`config.mk`:
```
export PLATFORM = sky130hd
export DESIGN_NAME = pn_token_feeder
export DESIGN_NICKNAME = d
export VERILOG_FILES = /design/src/rtl/pn_pkg.sv /design/src/rtl/pn_syntax_check.sv /design/src/rtl/pn_token_feeder.sv
export SDC_FILE = /design/constraint.sdc
export NUM_CORES = 1
export LEC_CHECK = 0
export ABC_AREA = 1
export CORE_ASPECT_RATIO = 1.4
export CORE_UTILIZATION = 30
export DETAILED_ROUTE_END_ITERATION = 12
export RECOVER_POWER = 25
export SKIP_CTS_REPAIR_TIMING = 1
export SYNTH_ARGS = -nofsm -noshare
export SYNTH_HDL_FRONTEND = slang
export SYNTH_SLANG_ARGS = --single-unit
```
`constraint.sdc`:
```
create_clock -name clk -period 5.6 [get_ports clk]
set_clock_uncertainty 0.15 [all_clocks]
set_input_delay 0.56 -clock clk [delete_from_list [all_inputs] [get_ports clk]]
set_output_delay 0.56 -clock clk [all_outputs]
set_load 0.01 [all_outputs]
```
`src/rtl/pn_pkg.sv`:
```
// Shared definitions for the Polish-notation evaluator front end: modes,
// operator codes, error codes, feeder FSM states and the buffered token type.
package pn_pkg;

   localparam int unsigned PN_MAX_TOK = 12;
   localparam int unsigned PN_TIMEOUT = 64;

   localparam int unsigned MODE_W = 2;
   localparam int unsigned VAL_W  = 3;
   localparam int unsigned CNT_W  = 4;
   localparam int unsigned RES_W  = 3;
   localparam int unsigned CODE_W = 3;

   localparam logic [MODE_W-1:0] MODE_PRE_GRP  = 2'd0;
   localparam logic [MODE_W-1:0] MODE_POST_GRP = 2'd1;
   localparam logic [MODE_W-1:0] MODE_PRE      = 2'd2;
   localparam logic [MODE_W-1:0] MODE_POST     = 2'd3;

   localparam logic [VAL_W-1:0] OP_ADD     = 3'd0;
   localparam logic [VAL_W-1:0] OP_SUB     = 3'd1;
   localparam logic [VAL_W-1:0] OP_MUL     = 3'd2;
   localparam logic [VAL_W-1:0] OP_ABS_ADD = 3'd3;

   localparam logic [CODE_W-1:0] ERR_NONE     = 3'd0;
   localparam logic [CODE_W-1:0] ERR_BAD_OP   = 3'd1;
   localparam logic [CODE_W-1:0] ERR_SYNTAX   = 3'd2;
   localparam logic [CODE_W-1:0] ERR_OVERFLOW = 3'd3;
   localparam logic [CODE_W-1:0] ERR_TIMEOUT  = 3'd4;

   typedef enum logic [2:0] {
      ST_IDLE,
      ST_FILL,
      ST_DRAIN,
      ST_SEND,
      ST_WAIT
   } state_t;

   typedef struct packed {
      logic             op;
      logic [VAL_W-1:0] val;
   } tok_t;

endpackage : pn_pkg

```
`src/rtl/pn_syntax_check.sv`:
```
// Incremental expression syntax checker.
// Ports: clk/rst_n; i_xfer strobes one accepted token (i_operator, i_value)
// under mode i_mode; i_first restarts the counters with that token.
// o_pass_c / o_bad_op_c give the verdict including the current token, so the
// feeder can decide on the same cycle as the s_last handshake.
module pn_syntax_check
   import pn_pkg::*;
(
   input  logic              clk,
   input  logic              rst_n,
   input  logic              i_xfer,
   input  logic              i_first,
   input  logic [MODE_W-1:0] i_mode,
   input  logic              i_operator,
   input  logic [VAL_W-1:0]  i_value,
   output logic              o_pass_c,
   output logic              o_bad_op_c
);

   localparam int unsigned LVL_W = 5;

   logic             r_bad_op, r_ok;
   logic [LVL_W-1:0] r_need, r_depth;
   logic [1:0]       r_pos;

   logic             w_bad_base, w_ok_base, w_bad_nxt, w_ok_nxt;
   logic             w_tok_ok, w_final_ok;
   logic [LVL_W-1:0] w_need_base, w_depth_base, w_need_nxt, w_depth_nxt;
   logic [1:0]       w_pos_base, w_pos_nxt;

   // Verdict for the running expression with the current token folded in
   always_comb begin
      w_bad_base   = ~i_first & r_bad_op;
      w_ok_base    = i_first | r_ok;
      w_need_base  = i_first ? LVL_W'(1) : r_need;
      w_depth_base = i_first ? '0 : r_depth;
      w_pos_base   = i_first ? '0 : r_pos;

      w_bad_nxt   = w_bad_base | (i_operator & (i_value > OP_ABS_ADD));
      w_pos_nxt   = (w_pos_base == 2'd2) ? 2'd0 : w_pos_base + 2'd1;
      w_need_nxt  = w_need_base;
      w_depth_nxt = w_depth_base;
      w_tok_ok    = 1'b1;
      w_final_ok  = 1'b0;

      case (i_mode)
         MODE_PRE_GRP: begin
            w_tok_ok   = (i_operator == (w_pos_base == 2'd0));
            // groups of three with at most MAX_TOK tokens gives 3/6/9/12
            w_final_ok = (w_pos_nxt == 2'd0);
         end
         MODE_POST_GRP: begin
            w_tok_ok   = (i_operator == (w_pos_base == 2'd2));
            w_final_ok = (w_pos_nxt == 2'd0);
         end
         MODE_PRE: begin
            w_tok_ok = (w_need_base != '0);
            if (w_tok_ok) begin
               w_need_nxt = i_operator ? w_need_base + LVL_W'(1)
                                       : w_need_base - LVL_W'(1);
            end
            w_final_ok = (w_need_nxt == '0);
         end
         default: begin
            if (i_operator) begin
               w_tok_ok = (w_depth_base >= LVL_W'(2));
               if (w_tok_ok) w_depth_nxt = w_depth_base - LVL_W'(1);
            end else begin
               w_depth_nxt = w_depth_base + LVL_W'(1);
            end
            w_final_ok = (w_depth_nxt == LVL_W'(1));
         end
      endcase

      w_ok_nxt   = w_ok_base & w_tok_ok;
      o_pass_c   = w_ok_nxt & w_final_ok;
      o_bad_op_c = w_bad_nxt;
   end

   // Counter state advances only on accepted tokens
   always_ff @(posedge clk or negedge rst_n) begin
      if (!rst_n) begin
         r_bad_op <= 1'b0;
         r_ok     <= 1'b1;
         r_need   <= LVL_W'(1);
         r_depth  <= '0;
         r_pos    <= '0;
      end else if (i_xfer) begin
         r_bad_op <= w_bad_nxt;
         r_ok     <= w_ok_nxt;
         r_need   <= w_need_nxt;
         r_depth  <= w_depth_nxt;
         r_pos    <= w_pos_nxt;
      end
   end

endmodule : pn_syntax_check

```
`src/rtl/pn_token_feeder.sv`:
```
// Front end of the Polish-notation evaluator: buffers one host expression,
// checks it, replays it as one contiguous pn_in_valid burst and reports
// done/err once the evaluator's result burst is over.
// Ports: host side cfg_mode/s_valid/s_ready/s_operator/s_value/s_last;
// evaluator side pn_mode/pn_operator/pn_in/pn_in_valid/pn_out_valid;
// status done/res_cnt, err/err_code, busy. All outputs registered.
module pn_token_feeder
   import pn_pkg::*;
#(
   parameter int unsigned MAX_TOK = PN_MAX_TOK,
   parameter int unsigned TIMEOUT = PN_TIMEOUT
)(
   input  logic              clk,
   input  logic              rst_n,
   input  logic [MODE_W-1:0] cfg_mode,
   input  logic              s_valid,
   output logic              s_ready,
   input  logic              s_operator,
   input  logic [VAL_W-1:0]  s_value,
   input  logic              s_last,
   output logic [MODE_W-1:0] pn_mode,
   output logic              pn_operator,
   output logic [VAL_W-1:0]  pn_in,
   output logic              pn_in_valid,
   input  logic              pn_out_valid,
   output logic              done,
   output logic [RES_W-1:0]  res_cnt,
   output logic              err,
   output logic [CODE_W-1:0] err_code,
   output logic              busy
);

   localparam int unsigned TMO_W = $clog2(TIMEOUT);

   state_t            r_state, w_state_nxt;
   tok_t              r_buf [MAX_TOK];
   logic [MODE_W-1:0] r_mode, w_mode_nxt, w_mode;
   logic [CNT_W-1:0]  r_cnt, w_cnt_nxt, r_k, w_k_nxt, w_wr_idx;
   logic [RES_W-1:0]  r_acc, w_acc_nxt;
   logic              r_seen, w_seen_nxt;
   logic [TMO_W-1:0]  r_tmo, w_tmo_nxt;

   logic              w_xfer, w_wr_en, w_eof, w_chk_xfer, w_pass_c, w_bad_op_c;
   tok_t              w_s_tok, w_first_tok, w_pn_tok_nxt;
   logic              w_pn_valid_nxt, w_done_nxt, w_err_nxt;
   logic [MODE_W-1:0] w_pn_mode_nxt;
   logic [RES_W-1:0]  w_res_nxt;
   logic [CODE_W-1:0] w_code_nxt;

   assign w_xfer      = s_valid & s_ready;
   assign w_s_tok     = '{op: s_operator, val: s_value};
   assign w_mode      = (r_state == ST_IDLE) ? cfg_mode : r_mode;
   // a one-token expression has not reached the buffer yet when SEND starts
   assign w_first_tok = (r_state == ST_IDLE) ? w_s_tok : r_buf[0];
   assign w_wr_idx    = (r_state == ST_IDLE) ? '0 : r_cnt;
   assign w_chk_xfer  = w_xfer & ((r_state == ST_IDLE) ||
                        ((r_state == ST_FILL) && (r_cnt != CNT_W'(MAX_TOK))));

   pn_syntax_check u_check (
      .clk        (clk),
      .rst_n      (rst_n),
      .i_xfer     (w_chk_xfer),
      .i_first    (r_state == ST_IDLE),
      .i_mode     (w_mode),
      .i_operator (s_operator),
      .i_value    (s_value),
      .o_pass_c   (w_pass_c),
      .o_bad_op_c (w_bad_op_c)
   );

   // State register
   always_ff @(posedge clk or negedge rst_n) begin
      if (!rst_n) r_state <= ST_IDLE;
      else        r_state <= w_state_nxt;
   end

   // Next state, datapath controls and next registered outputs
   always_comb begin
      w_state_nxt    = r_state;
      w_mode_nxt     = r_mode;
      w_cnt_nxt      = r_cnt;
      w_k_nxt        = r_k;
      w_acc_nxt      = r_acc;
      w_seen_nxt     = r_seen;
      w_tmo_nxt      = r_tmo;
      w_wr_en        = 1'b0;
      w_eof          = 1'b0;
      w_pn_valid_nxt = 1'b0;
      w_pn_tok_nxt   = '{op: pn_operator, val: pn_in};
      w_pn_mode_nxt  = pn_mode;
      w_done_nxt     = 1'b0;
      w_res_nxt      = '0;
      w_err_nxt      = 1'b0;
      w_code_nxt     = ERR_NONE;

      case (r_state)
         ST_IDLE: begin
            if (w_xfer) begin
               w_mode_nxt  = cfg_mode;
               w_wr_en     = 1'b1;
               w_cnt_nxt   = CNT_W'(1);
               w_state_nxt = ST_FILL;
               w_eof       = s_last;
            end
         end
         ST_FILL: begin
            if (w_xfer) begin
               if (r_cnt == CNT_W'(MAX_TOK)) begin
                  // overflowing token is dropped
                  if (s_last) begin
                     w_err_nxt   = 1'b1;
                     w_code_nxt  = ERR_OVERFLOW;
                     w_state_nxt = ST_IDLE;
                  end else begin
                     w_state_nxt = ST_DRAIN;
                  end
               end else begin
                  w_wr_en   = 1'b1;
                  w_cnt_nxt = r_cnt + CNT_W'(1);
                  w_eof     = s_last;
               end
            end
         end
         ST_DRAIN: begin
            if (w_xfer && s_last) begin
               w_err_nxt   = 1'b1;
               w_code_nxt  = ERR_OVERFLOW;
               w_state_nxt = ST_IDLE;
            end
         end
         ST_SEND: begin
            if (r_k < r_cnt) begin
               w_pn_valid_nxt = 1'b1;
               w_pn_tok_nxt   = r_buf[r_k];
               w_k_nxt        = r_k + CNT_W'(1);
            end else begin
               w_state_nxt = ST_WAIT;
               w_acc_nxt   = '0;
               w_seen_nxt  = 1'b0;
               w_tmo_nxt   = '0;
            end
         end
         ST_WAIT: begin
            if (pn_out_valid) begin
               w_seen_nxt = 1'b1;
               if (r_acc != '1) w_acc_nxt = r_acc + RES_W'(1);
            end else if (r_seen) begin
               w_done_nxt  = 1'b1;
               w_res_nxt   = r_acc;
               w_state_nxt = ST_IDLE;
            end else if (r_tmo == TMO_W'(TIMEOUT - 1)) begin
               w_err_nxt   = 1'b1;
               w_code_nxt  = ERR_TIMEOUT;
               w_state_nxt = ST_IDLE;
            end else begin
               w_tmo_nxt = r_tmo + TMO_W'(1);
            end
         end
         default: w_state_nxt = ST_IDLE;
      endcase

      // End of fill: bad operator outranks a syntax failure
      if (w_eof) begin
         if (w_bad_op_c) begin
            w_err_nxt   = 1'b1;
            w_code_nxt  = ERR_BAD_OP;
            w_state_nxt = ST_IDLE;
         end else if (!w_pass_c) begin
            w_err_nxt   = 1'b1;
            w_code_nxt  = ERR_SYNTAX;
            w_state_nxt = ST_IDLE;
         end else begin
            w_state_nxt    = ST_SEND;
            w_pn_valid_nxt = 1'b1;
            w_pn_tok_nxt   = w_first_tok;
            w_pn_mode_nxt  = w_mode;
            w_k_nxt        = CNT_W'(1);
         end
      end
   end

   // Datapath registers and buffer
   always_ff @(posedge clk or negedge rst_n) begin
      if (!rst_n) begin
         for (int i = 0; i < int'(MAX_TOK); i++) r_buf[i] <= '0;
         r_mode <= '0;
         r_cnt  <= '0;
         r_k    <= '0;
         r_acc  <= '0;
         r_seen <= 1'b0;
         r_tmo  <= '0;
      end else begin
         if (w_wr_en) r_buf[w_wr_idx] <= w_s_tok;
         r_mode <= w_mode_nxt;
         r_cnt  <= w_cnt_nxt;
         r_k    <= w_k_nxt;
         r_acc  <= w_acc_nxt;
         r_seen <= w_seen_nxt;
         r_tmo  <= w_tmo_nxt;
      end
   end

   // Registered outputs
   always_ff @(posedge clk or negedge rst_n) begin
      if (!rst_n) begin
         s_ready     <= 1'b0;
         busy        <= 1'b0;
         pn_in_valid <= 1'b0;
         pn_operator <= 1'b0;
         pn_in       <= '0;
         pn_mode     <= '0;
         done        <= 1'b0;
         res_cnt     <= '0;
         err         <= 1'b0;
         err_code    <= '0;
      end else begin
         s_ready     <= (w_state_nxt == ST_IDLE) || (w_state_nxt == ST_FILL) ||
                        (w_state_nxt == ST_DRAIN);
         busy        <= (w_state_nxt != ST_IDLE);
         pn_in_valid <= w_pn_valid_nxt;
         pn_operator <= w_pn_tok_nxt.op;
         pn_in       <= w_pn_tok_nxt.val;
         pn_mode     <= w_pn_mode_nxt;
         done        <= w_done_nxt;
         res_cnt     <= w_res_nxt;
         err         <= w_err_nxt;
         err_code    <= w_code_nxt;
      end
   end

endmodule : pn_token_feeder

```
* Word-level counts from Yosys, hierarchy flattened *
Cells that the tools add are included.

storage, ports and cells
  bits in registers = 102
  input bits = 11
  output and inout port bits = 17
  logic and storage cells = 226

cells by class
  add/subtract/negate cells = 9
  magnitude comparators = 6
  equal/unequal tests = 25
  multiplexer cells = 104
  bitwise gates (word level) = 12
  reductions and logical operators = 24

operators by type and width
  kind                   count
  $mux W4                18
  $mux W3                21
  $mux W5                10
  $bwmux W48             1
  $mux W1                27
  $mux W6                4
  $mux W2                10
  $ne A2 B2 Y1 const B   9
  $bmux W4 S4            1
  $demux W4 S4           1
  $pmux W3 S5            1
  $pmux W6 S2            1
  $add A5 B1 Y5 const B  2
  $ge A5 B5 Y1 const B   2
  $not A4 Y5             2
  $sub A5 B1 Y5 const B  2
  $eq A3 B2 Y1 const B   3
  $pmux W3 S3            1
  $add A4 B1 Y4 const B  2
  $pmux W1 S2            4
  $pmux W4 S2            1
  $reduce_and A4 Y1      2
  $add A6 B1 Y6 const B  1
  $and A1 B1 Y1          6
  other kinds (33)       48

* Longest topological paths before layout *
Gate-level depths: netlist (run 1).

  word-level depth = 15
  mapped depth = 20

* Hierarchy *
A second synthesis (run 1) with hierarchy kept.

second synthesis, totals
  cell total of the unflattened synthesis = 766
  area, all modules = 5849.4 µm²

by module, submodules not included
  module           times used  cells each  area an instance (µm²)
  pn_token_feeder  1           569         4520.6
  pn_syntax_check  1           197         1328.8

* Least setup slack after synthesis (run 1) *
Ideal clock, no wire load.

  kind = in2reg
  from = input s_operator
  to = register pn_in[2]
  setup time = 0.117 ns
  arrival time = 2.875 ns
  setup slack = 2.457 ns
  stages = 18
  cell sequence = buf_2 inv_1 clkbuf_1 clkbuf_1 ha_1 nand2_1 nand2_1 a21oi_1 nand3_1 nand3_1 nand3_1 nand2_2 nand3_4 nor2_8 nand3_4 buf_6 nand2_1 nand2_1

RTL lines
  what                  RTL line                RTL
  start, declared       pn_token_feeder.sv:18   input logic s_operator,
  end signal, assigned  pn_token_feeder.sv:222  pn_in <= w_pn_tok_nxt.val;
  end, declared         pn_token_feeder.sv:23   output logic [VAL_W-1:0] pn_in,

==> results.py, run 1 <==
metrics = {
    "worst_setup_path": {
        "cpMaxStageDelayCell": "clkbuf_1",
        "r2r_end": "s_ready",
        "path_delay_family": "buffers and inverters",
        "cp_max_fo": 57,
        "endpoint_kind": "async pin",
        "rr_startpoint": "r_state[1]",
        "required_ns": 5.67,
        "reg2reg_depth": 15,
        "cp_cell_sequence": "clkbuf_1 > clkbuf_2",
        "rrSetupSlack_ns": 2.21,
        "worst_setup_path_start_kind": "input pin",
        "crit_arrival_ns": 3.65,
        "max_stage_delay_ns": 1.73,
        "cp.buffers_inverters": 2,
        "crit_type": "input pin to async pin",
    },
    "placed_design": {
        "io_buffers": 27,
        "dp_hpwl_um": 10100,
        "dpl-instance-area_um2": 6020,
        "gp_congestion": 0.819,
    },
    "logic_synthesis": {
        "synth-seq-cells": 102,
        "netlist-cell-type-count": 45,
        "yosys_warnings": 0,
        "syn_area_um2": 5570,
        "synth_async_sr_flop_share_pct": 100,
        "yosysTopAreaCell": "dfrtp_1",
        "yosys-top-cells-count": "174 x nand2_1, 100 x dfrtp_1, 98 x o21ai_0",
        "synthCells": 699,
        "synth_seq_area_share_pct": 45.9,
        "synthesis.nets": 727,
        "synth_area_per_cell_um2": 7.97,
        "synth-edff-count": 0,
        "synth_area_leaders": "dfrtp_1 45%, nand2_1 12%, o21ai_0 8.8%",
        "synth_flop_cell": "dfrtp_1",
        "synth_top_cell_area_share_pct": 44.9,
        "synthMostInstantiatedCell": "nand2_1",
    },
    "min_path": {
        "worstHoldStart": "r_buf[42]",
        "whs_endpoint": "r_buf[42]",
        "min_path_cells": 2,
        "min_path_type": "register to register",
    },
    "drt": {
        "met2_length_um": 7170,
        "num_vias": 4661,
        "dr.pass1.iters": 5,
        "top_layer": "met4",
        "ant_nets": 0,
        "wl_met1_um": 6020,
        "viasPerCell": 4.86,
        "wl_um": 13800,
        "post_drt_wl_per_cell_um": 14.4,
        "drt_iter0_drc": 234,
        "met3_length_um": 289,
        "drc": 0,
    },
    "power_and_ir_drop": {
        "irDropWorstVdd_uv": 327,
        "p_leak_nw": 2.97,
        "power_density_nw_per_um2": 541,
        "total_power_mw": 3.41,
    },
    "floorplan": {
        "core_um2": 18100,
        "die_h_um": 163,
        "dieArea_um2": 19100,
        "die_x_um": 117,
        "pin_count": 28,
        "rows": 58,
        "start_util_pct": 30.8,
    },
    "sta": {
        "slew_violations": 47,
        "finalSetupViolations": 0,
        "min_period_ns": 3.58,
        "hold_violations": 0,
        "tightest_slew_ns": 2.48,
        "timing.fmax_ghz": 0.279,
        "post-route-period-util_pct": 63.9,
        "relSlewSlack_pct": -65.5,
        "setup_tns_ns": 0,
        "rsz0062_at_grt": "false",
    },
    "clock_tree": {
        "cts_buffers": 9,
        "cts_root_buf": "clkbuf_16",
        "htreeDepth": 3,
        "clock-sinks": 102,
        "cts_tree": "done",
        "clock_latency_ns": 0.35,
        "path_clk_slew_ns": 0.07,
        "cts_max_path_buffers": 2,
    },
    "finish": {
        "diodes": 0,
        "syn2layout_area_growth_pct": 13.1,
        "design_area_um2": 6300,
        "nNetsFinal": 743,
        "layout-drive-gt1-share_pct": 7.36,
    },
    "global_route": {
        "antenna_found_initial": 0,
        "grt_usage_pct": 16.0,
        "grt_pass1_wl_um": 23500,
        "grt_max_degree": 58,
        "grt_pass1_vias": 4555,
        "grt_overflow": 0,
    },
    "flow_run": {
        "cap_violations": 1,
    },
    "run_status": {
        "status": "finished, violations left",
        "violations": "max-capacitance violations, max-slew violations",
    },
}
-- metrics by stage --
step                std cells  hold WS [ns]  util [%]  setup WS, ns
floorplan                 699         0.114         -          2.46
global placement          944         0.311      33.3          1.76
detailed placement        944         0.315      33.3          1.73
CTS                       960        0.0827      34.9          2.13
global route              960         0.358      34.8          1.25
finish                    960         0.331      34.8          2.02
-- registers in the layout, summed over array words and instances (netlist names), 4 cells and up --
signal,cells
r_k,4
r_tmo,6
u_check.r_need,5
r_buf,48
r_cnt,4
u_check.r_depth,5
-- worst max-delay path by stage --
stage / startpoint / end / slack (ns) / depth (start not counted)
CTS: s_operator / s_ready / 2.13 / 15
detailed placement: s_operator / s_ready / 1.73 / 15
finish: rst_n / r_buf[34] / 2.02 / 2
global placement: s_operator / s_ready / 1.76 / 15
global route: rst_n / u_check.r_need[2] / 1.25 / 2
floorplan: s_operator / pn_in[2] / 2.46 / 18
-- cell type report --
type	count	area, µm²
tap	240	300
inverter	65	244
fill	1893	11800
sequential	102	2550
clock buffer	10	229
clock inverter	6	50.0
multi-input combinational	508	2640
timing repair buffer	29	277
-- layout by cell type, fill, tap and decap left out, types with 2 or more instances in the layout --
cell type and instances:
nand3_4 2, nand2_4 3, nor2_4 2, nand2_1 174, nor4_2 2, dfstp_2 2, ha_1 16, o211ai_1 4
nand4_1 11, dfrtp_1 100, o21ai_2 2, a21o_1 3, mux2i_1 4, clkbuf_1 2, clkbuf_16 9, nor3_1 14
inv_2 7, nand3_1 38, a21oi_1 27, xor2_1 6, nand3_2 2, o221ai_1 4, inv_6 3, nor2_1 63
nand2_2 9, nand3b_1 2, o21ai_0 98, a22oi_1 2, o32ai_1 4, inv_1 58, a31oi_1 2, o22ai_1 3
clkdlybuf4s50_1 26, xnor2_1 2
-- power breakdown --
group / switching, mW / leakage (nW) / internal, mW / total, mW
sequential: 0.196 / 1.32 / 0.993 / 1.19
clock: 0.292 / 0.136 / 0.309 / 0.601
combinational: 1.06 / 1.51 / 0.562 / 1.62
total: 1.54 / 2.97 / 1.86 / 3.41
-- per-layer routing --
layer	up-vias	track usage, %
met3	24	2.15
met5	-	0
li1	2357	-
met2	69	27.8
met1	2211	20.0
met4	0	5.81
-- cell families (layout without fill, tap and decap cells) --
| kind of cell | after synthesis | after routing | share of synthesized area [%] |
|---|---|---|---|
| muxes | 4 | 4 | 0.719 |
| xor gates and xnor gates | 8 | 8 | 1.26 |
| AOI/OAI and AO/OA | 152 | 152 | 15.0 |
| DFF | 102 | 102 | 45.9 |
| and+or+nand+nor | 327 | 327 | 26.5 |
| buffers and inverters | 89 | 110 | 6.67 |
| adders and majority gates | 17 | 17 | 3.96 |
Power figures use the tool's default switching activity.
==> run 2, diff against run 1 <==
==> constraint.sdc (replaced) <==
create_clock -name clk -period 3.3 [get_ports clk]
set_clock_uncertainty 0.15 [all_clocks]
set_input_delay 0.33 -clock clk [delete_from_list [all_inputs] [get_ports clk]]
set_output_delay 0.33 -clock clk [all_outputs]
set_load 0.01 [all_outputs]
==> run 2 against run 1 <==
- design area is 1.5% higher
- largest cell class unchanged
- core utilization is 0.51 points higher
- worst hold slack worse by 0.035 ns
- sequential power is 68% higher
- the run still ends with max-capacitance violations, max-slew violations left
==> results.py, run 2 (synthesis results as in run 1) <==
metrics = {
    "global_route": {
        "grt_pass1_vias": 4658,
        "antenna_found_initial": 0,
        "grt_max_degree": 68,
        "grt_overflow": 0,
        "grt_usage_pct": 15.8,
        "grt_pass1_wl_um": 23300,
    },
    "worst_setup_path": {
        "required_ns": 3.38,
        "crit_arrival_ns": 2.95,
        "crit_type": "register to register",
        "endpoint_kind": "register",
        "cp_max_fo": 19,
        "worst_setup_path_start_kind": "register",
    },
    "drt": {
        "viasPerCell": 4.86,
        "post_drt_wl_per_cell_um": 14.2,
        "ant_nets": 0,
        "num_vias": 4712,
        "drt_iter0_drc": 218,
        "wl_um": 13800,
        "dr.pass1.iters": 5,
        "drc": 0,
    },
    "power_and_ir_drop": {
        "power_density_nw_per_um2": 916,
        "p_int_mw": 3.29,
        "p_sw_mw": 2.56,
        "irDropWorstVdd_uv": 472,
        "comb_power_share_pct": 47.4,
        "switching_share_pct": 43.8,
        "pwr-share-clk_pct": 18.4,
        "p_leak_nw": 3.03,
        "power_frac_seq_pct": 34.2,
        "total_power_mw": 5.85,
    },
    "floorplan": {
        "dieArea_um2": 19100,
        "die_h_um": 163,
        "core_um2": 18100,
        "start_util_pct": 30.8,
        "die_x_um": 117,
        "pin_count": 28,
        "rows": 58,
    },
    "sta": {
        "setup_tns_ns": 0,
        "post-route-period-util_pct": 86.8,
        "finalSetupViolations": 0,
        "tightest_slew_ns": 1.75,
        "hold_violations": 0,
        "relSlewSlack_pct": -16.4,
        "timing.fmax_ghz": 0.349,
        "min_period_ns": 2.86,
        "rsz0062_at_grt": "false",
        "slew_violations": 68,
    },
    "run_status": {
        "violations": "max-capacitance violations, max-slew violations",
        "status": "finished, violations left",
    },
    "placed_design": {
        "gp_congestion": 0.813,
        "dp_hpwl_um": 10100,
        "placedCellCount": 953,
        "io_buffers": 27,
        "dpl-instance-area_um2": 6090,
    },
    "finish": {
        "final_core_util_pct": 35.4,
        "final_cell_mix": "174 x nand2_1, 100 x dfrtp_1, 98 x o21ai_0, 63 x nor2_1, 58 x inv_1",
        "final_common_cell": "nand2_1",
        "largest_reg_flops": 48,
        "diodes": 0,
        "final-instance-count-excl-fill": 969,
        "nNetsFinal": 752,
        "top_regs": "r_buf (48), r_tmo (6)",
        "regMostFlops": "r_buf",
        "syn2layout_area_growth_pct": 14.7,
        "layout-drive-gt1-share_pct": 8.78,
        "design_area_um2": 6390,
    },
    "clock_tree": {
        "clock_latency_ns": 0.35,
        "path_clk_slew_ns": 0.08,
        "clock-sinks": 102,
        "cts_max_path_buffers": 2,
        "cts_tree": "done",
        "htreeDepth": 3,
        "cts_root_buf": "clkbuf_16",
        "cts_buffers": 9,
    },
    "min_path": {
        "min_path_type": "input pin to async pin",
    },
    "flow_run": {
        "cap_violations": 1,
    },
}
## run 2: power by group through the flow
stage	clock [mW]	sequential, mW	combinational [mW]
6_report	1.08	2.00	2.77
3_3_place_gp	0	2.01	2.76
4_1_cts	1.10	2.00	2.80
5_1_grt	1.15	2.05	3.20
3_5_place_dp	0	2.02	2.79
2_1_floorplan	0	1.94	2.14
## run 2: layout make-up
cell class                 instances  area, µm²
fill                            1913      11700
multi-input combinational        508       2640
sequential                       102       2550
timing repair buffer              38        348
tap                              240        300
inverter                          65        244
clock buffer                      10        239
clock inverter                     6       61.3
## run 2: final timing paths
check	slack (ns)	startpoint	depth (start not counted)	to
max in group asynchronous	1.61	rst_n	2	r_buf[39]
setup reg to reg	0.44	r_state[1]	18	s_ready
setup / recovery	0.44	r_state[1]	18	s_ready
min in group clk	0.30	r_seen	1	err_code[2]
hold / removal	0.30	rst_n	1	r_acc[2]
hold reg to reg	0.30	r_seen	1	err_code[2]
## run 2: metrics by stage
| stage | setup slack, ns | hold slack (ns) |
|---|---|---|
| after CTS | 0.423 | -0.0157 |
| after detailed placement | 0.400 | 0.310 |
| after global placement | 0.455 | 0.310 |
| final | 0.437 | 0.296 |
| after global routing | 0.188 | 0.330 |
| after floorplan | 0.387 | -0.116 |
## run 2: metal layers
layer / vias to the layer above / GRT usage [%] / share of wire, %
met2: 88 / 27.5 / 53
met5: - / 0 / 0
met1: 2244 / 19.2 / 42
met4: 0 / 5.70 / 2.1
met3: 17 / 2.75 / 3.5
li1: 2363 / - / -
## run 2: critical path, stage by stage (launching register included)
cell     delay, ns
dfrtp_1       0.43
nor2_2        0.19
nand2_4       0.16
buf_4         0.25
nand2_4       0.09
inv_1         0.06
ha_1          0.20
nand2_1       0.06
nand2_1       0.06
nor2_1        0.09
nand2_1       0.11
nand2_1       0.12
nand2_1       0.07
nor2_1        0.11
nand2_1       0.07
nand2_2       0.16
nand3_4       0.18
nand2_1       0.12
nor2_1        0.05
==> RTL change, RTL diff (flow settings as in run 2) <==
Re-encode `state_t` (5 states) as one-hot, 5 bits wide.
--- a/src/rtl/pn_pkg.sv
+++ b/src/rtl/pn_pkg.sv
@@ -28,10 +28,10 @@
    localparam logic [CODE_W-1:0] ERR_TIMEOUT  = 3'd4;
 
-   typedef enum logic [2:0] {
-      ST_IDLE,
-      ST_FILL,
-      ST_DRAIN,
-      ST_SEND,
-      ST_WAIT
+   typedef enum logic [4:0] {
+      ST_IDLE  = 5'b00001,
+      ST_FILL  = 5'b00010,
+      ST_DRAIN = 5'b00100,
+      ST_SEND  = 5'b01000,
+      ST_WAIT  = 5'b10000
    } state_t;
 
Check against the original RTL: same outputs for any inputs over 4 cycles, from zero or initial values and one cycle with rst_n low; so few cycles prove little.
==> RTL change against run 2 <==
The flow still finishes with violations (max-capacitance violations, max-slew violations); setup slack lost 0.068 ns; worst hold slack better by 0.036 ns; core utilization decreased by 0.093 points; clock power about the same; total power is 9.5% lower; critical path depth rose by 1; routed wire length rose by 0.41%; sequential power down 10%; cell area grew 2.3%; sequential cell count rose by 2; synthesized area is 1.4% higher; critical path type unchanged; critical endpoint unchanged.
==> RTL change: results (changes against run 2) <==
largest net degree at the start of global routing 63 (-7.4%); Max Fanout on Critical Path 13 (-6); detailed placer's ending HPWL 10100 um (about the same); Reg2Reg Capture Point s_ready; Placer Congestion 0.810 (-0.36%); Reg2Reg Setup Slack 0.37 ns (-0.07 ns); Crit path arrival time 3.03 ns (+0.08 ns); post-synthesis net count 749 (+3.0%); final wirelength 13800 um (+0.41%); mux share of post-synthesis cell area 0.177% (-0.54 points); Worst VDD drop 387 uV (-18%); hold crit path type reg -> reg; Max Cap Viol 1 (unchanged); vias in the first global route 4631 (-0.58%); sequential area share after synthesis 46.1% (+0.26 points); drt initial violations 306 (+40%); switch share 43.4% (-0.34 points); Synth Area in XOR/XNOR 0.620% (-0.64 points); number of nets in the layout 777 (+3.3%); Worst Tran Pin Value 1.61 ns (-0.134 ns); Synth area leaders dfrtp_1, nand2_1, o21ai_0; Worst-path clk slew 0.08 ns (about the same); Max Slew Vio Count 62 (-8.8%); post-synth cell types 43 (-4.4%); outcome finished with violations; GRT Total Usage 15.1% (-0.75 points); Worst R2R Start r_state[2]; Synth Area in Adders 3.90% (-0.056 points); violated checks max-capacitance violations, max-slew violations; filler instances 1935 (+1.2%); R2R depth 19 (+1)
==> RTL change: cell count changes after synthesis, moves of 3 or more <==
cell	before	now
nor2_1	63	71
o221ai_1	4	1
a21oi_1	27	23
inv_1	58	64
o211ai_1	4	10
nand3_1	38	32
nor3_1	14	10
nor4_1	0	3
nand2_1	174	193
a21o_1	3	0
a32o_1	0	3
mux2i_1	4	1
==> RTL change: cell type report <==
class,count,area share [%]
clock buffers,9,3.45
clock inverters,7,1.21
inverters,72,4.14
multi-input cells,522,40.9
flip-flops and latches,104,39.9
well taps,244,4.67
repair buffers,40,5.78
==> RTL change: power by group through the flow <==
stage	clock network (mW)	registers [mW]	logic, mW
detailed placement	0	1.82	2.42
CTS	1.11	1.80	2.42
global placement	0	1.82	2.39
finish	1.08	1.80	2.42
floorplan	0	1.77	1.80
global route	1.15	1.84	2.75
==> RTL change: kinds of logic after synthesis <==
family,count (synthesis)
and+or+nand+nor,347
muxes,1
AOI/OAI and AO/OA,153
DFF,104
adders and majority gates,17
xor gates and xnor gates,4
buffers and inverters,95
==> RTL change: worst max-delay path by stage <==
stage	slack, ns	end	startpoint
after floorplan	0.34	pn_in[0]	s_operator
after global placement	0.34	s_ready	s_operator
after detailed placement	0.29	s_ready	s_operator
after CTS	0.29	s_ready	r_state[2]
after global routing	0.07	s_ready	r_state[2]
final	0.37	s_ready	r_state[2]
==> RTL change: metrics by stage <==
stage | std cells | hold WS, ns | utilization, % | instance area [um2] | setup slack, ns
after global routing | 998 | 0.364 | 35.3 | 6530 | 0.0701
final | 998 | 0.332 | 35.3 | 6530 | 0.369
after floorplan | 721 | -0.116 | - | 5650 | 0.338
after detailed placement | 981 | 0.318 | 33.6 | 6220 | 0.295
after global placement | 981 | 0.312 | 33.6 | 6220 | 0.344
after CTS | 997 | -0.0544 | 35.2 | 6520 | 0.286
==> RTL change: critical path: cells and delay by family, from the launching register on <==
kind | cells | cell delay [ns]
and+or+nand+nor | 18 | 1.82
DFF | 1 | 0.44
adders and majority gates | 1 | 0.41
==> RTL change: per-layer routing <==
layer	track usage [%]	routed length (um)	up-vias	part of all wire [%]
li1	-	-	2442	-
met1	18.3	6140	2302	44
met2	26.8	7030	73	51
met3	2.01	326	22	2.4
met5	0	0	-	0
met4	6.06	341	0	2.5
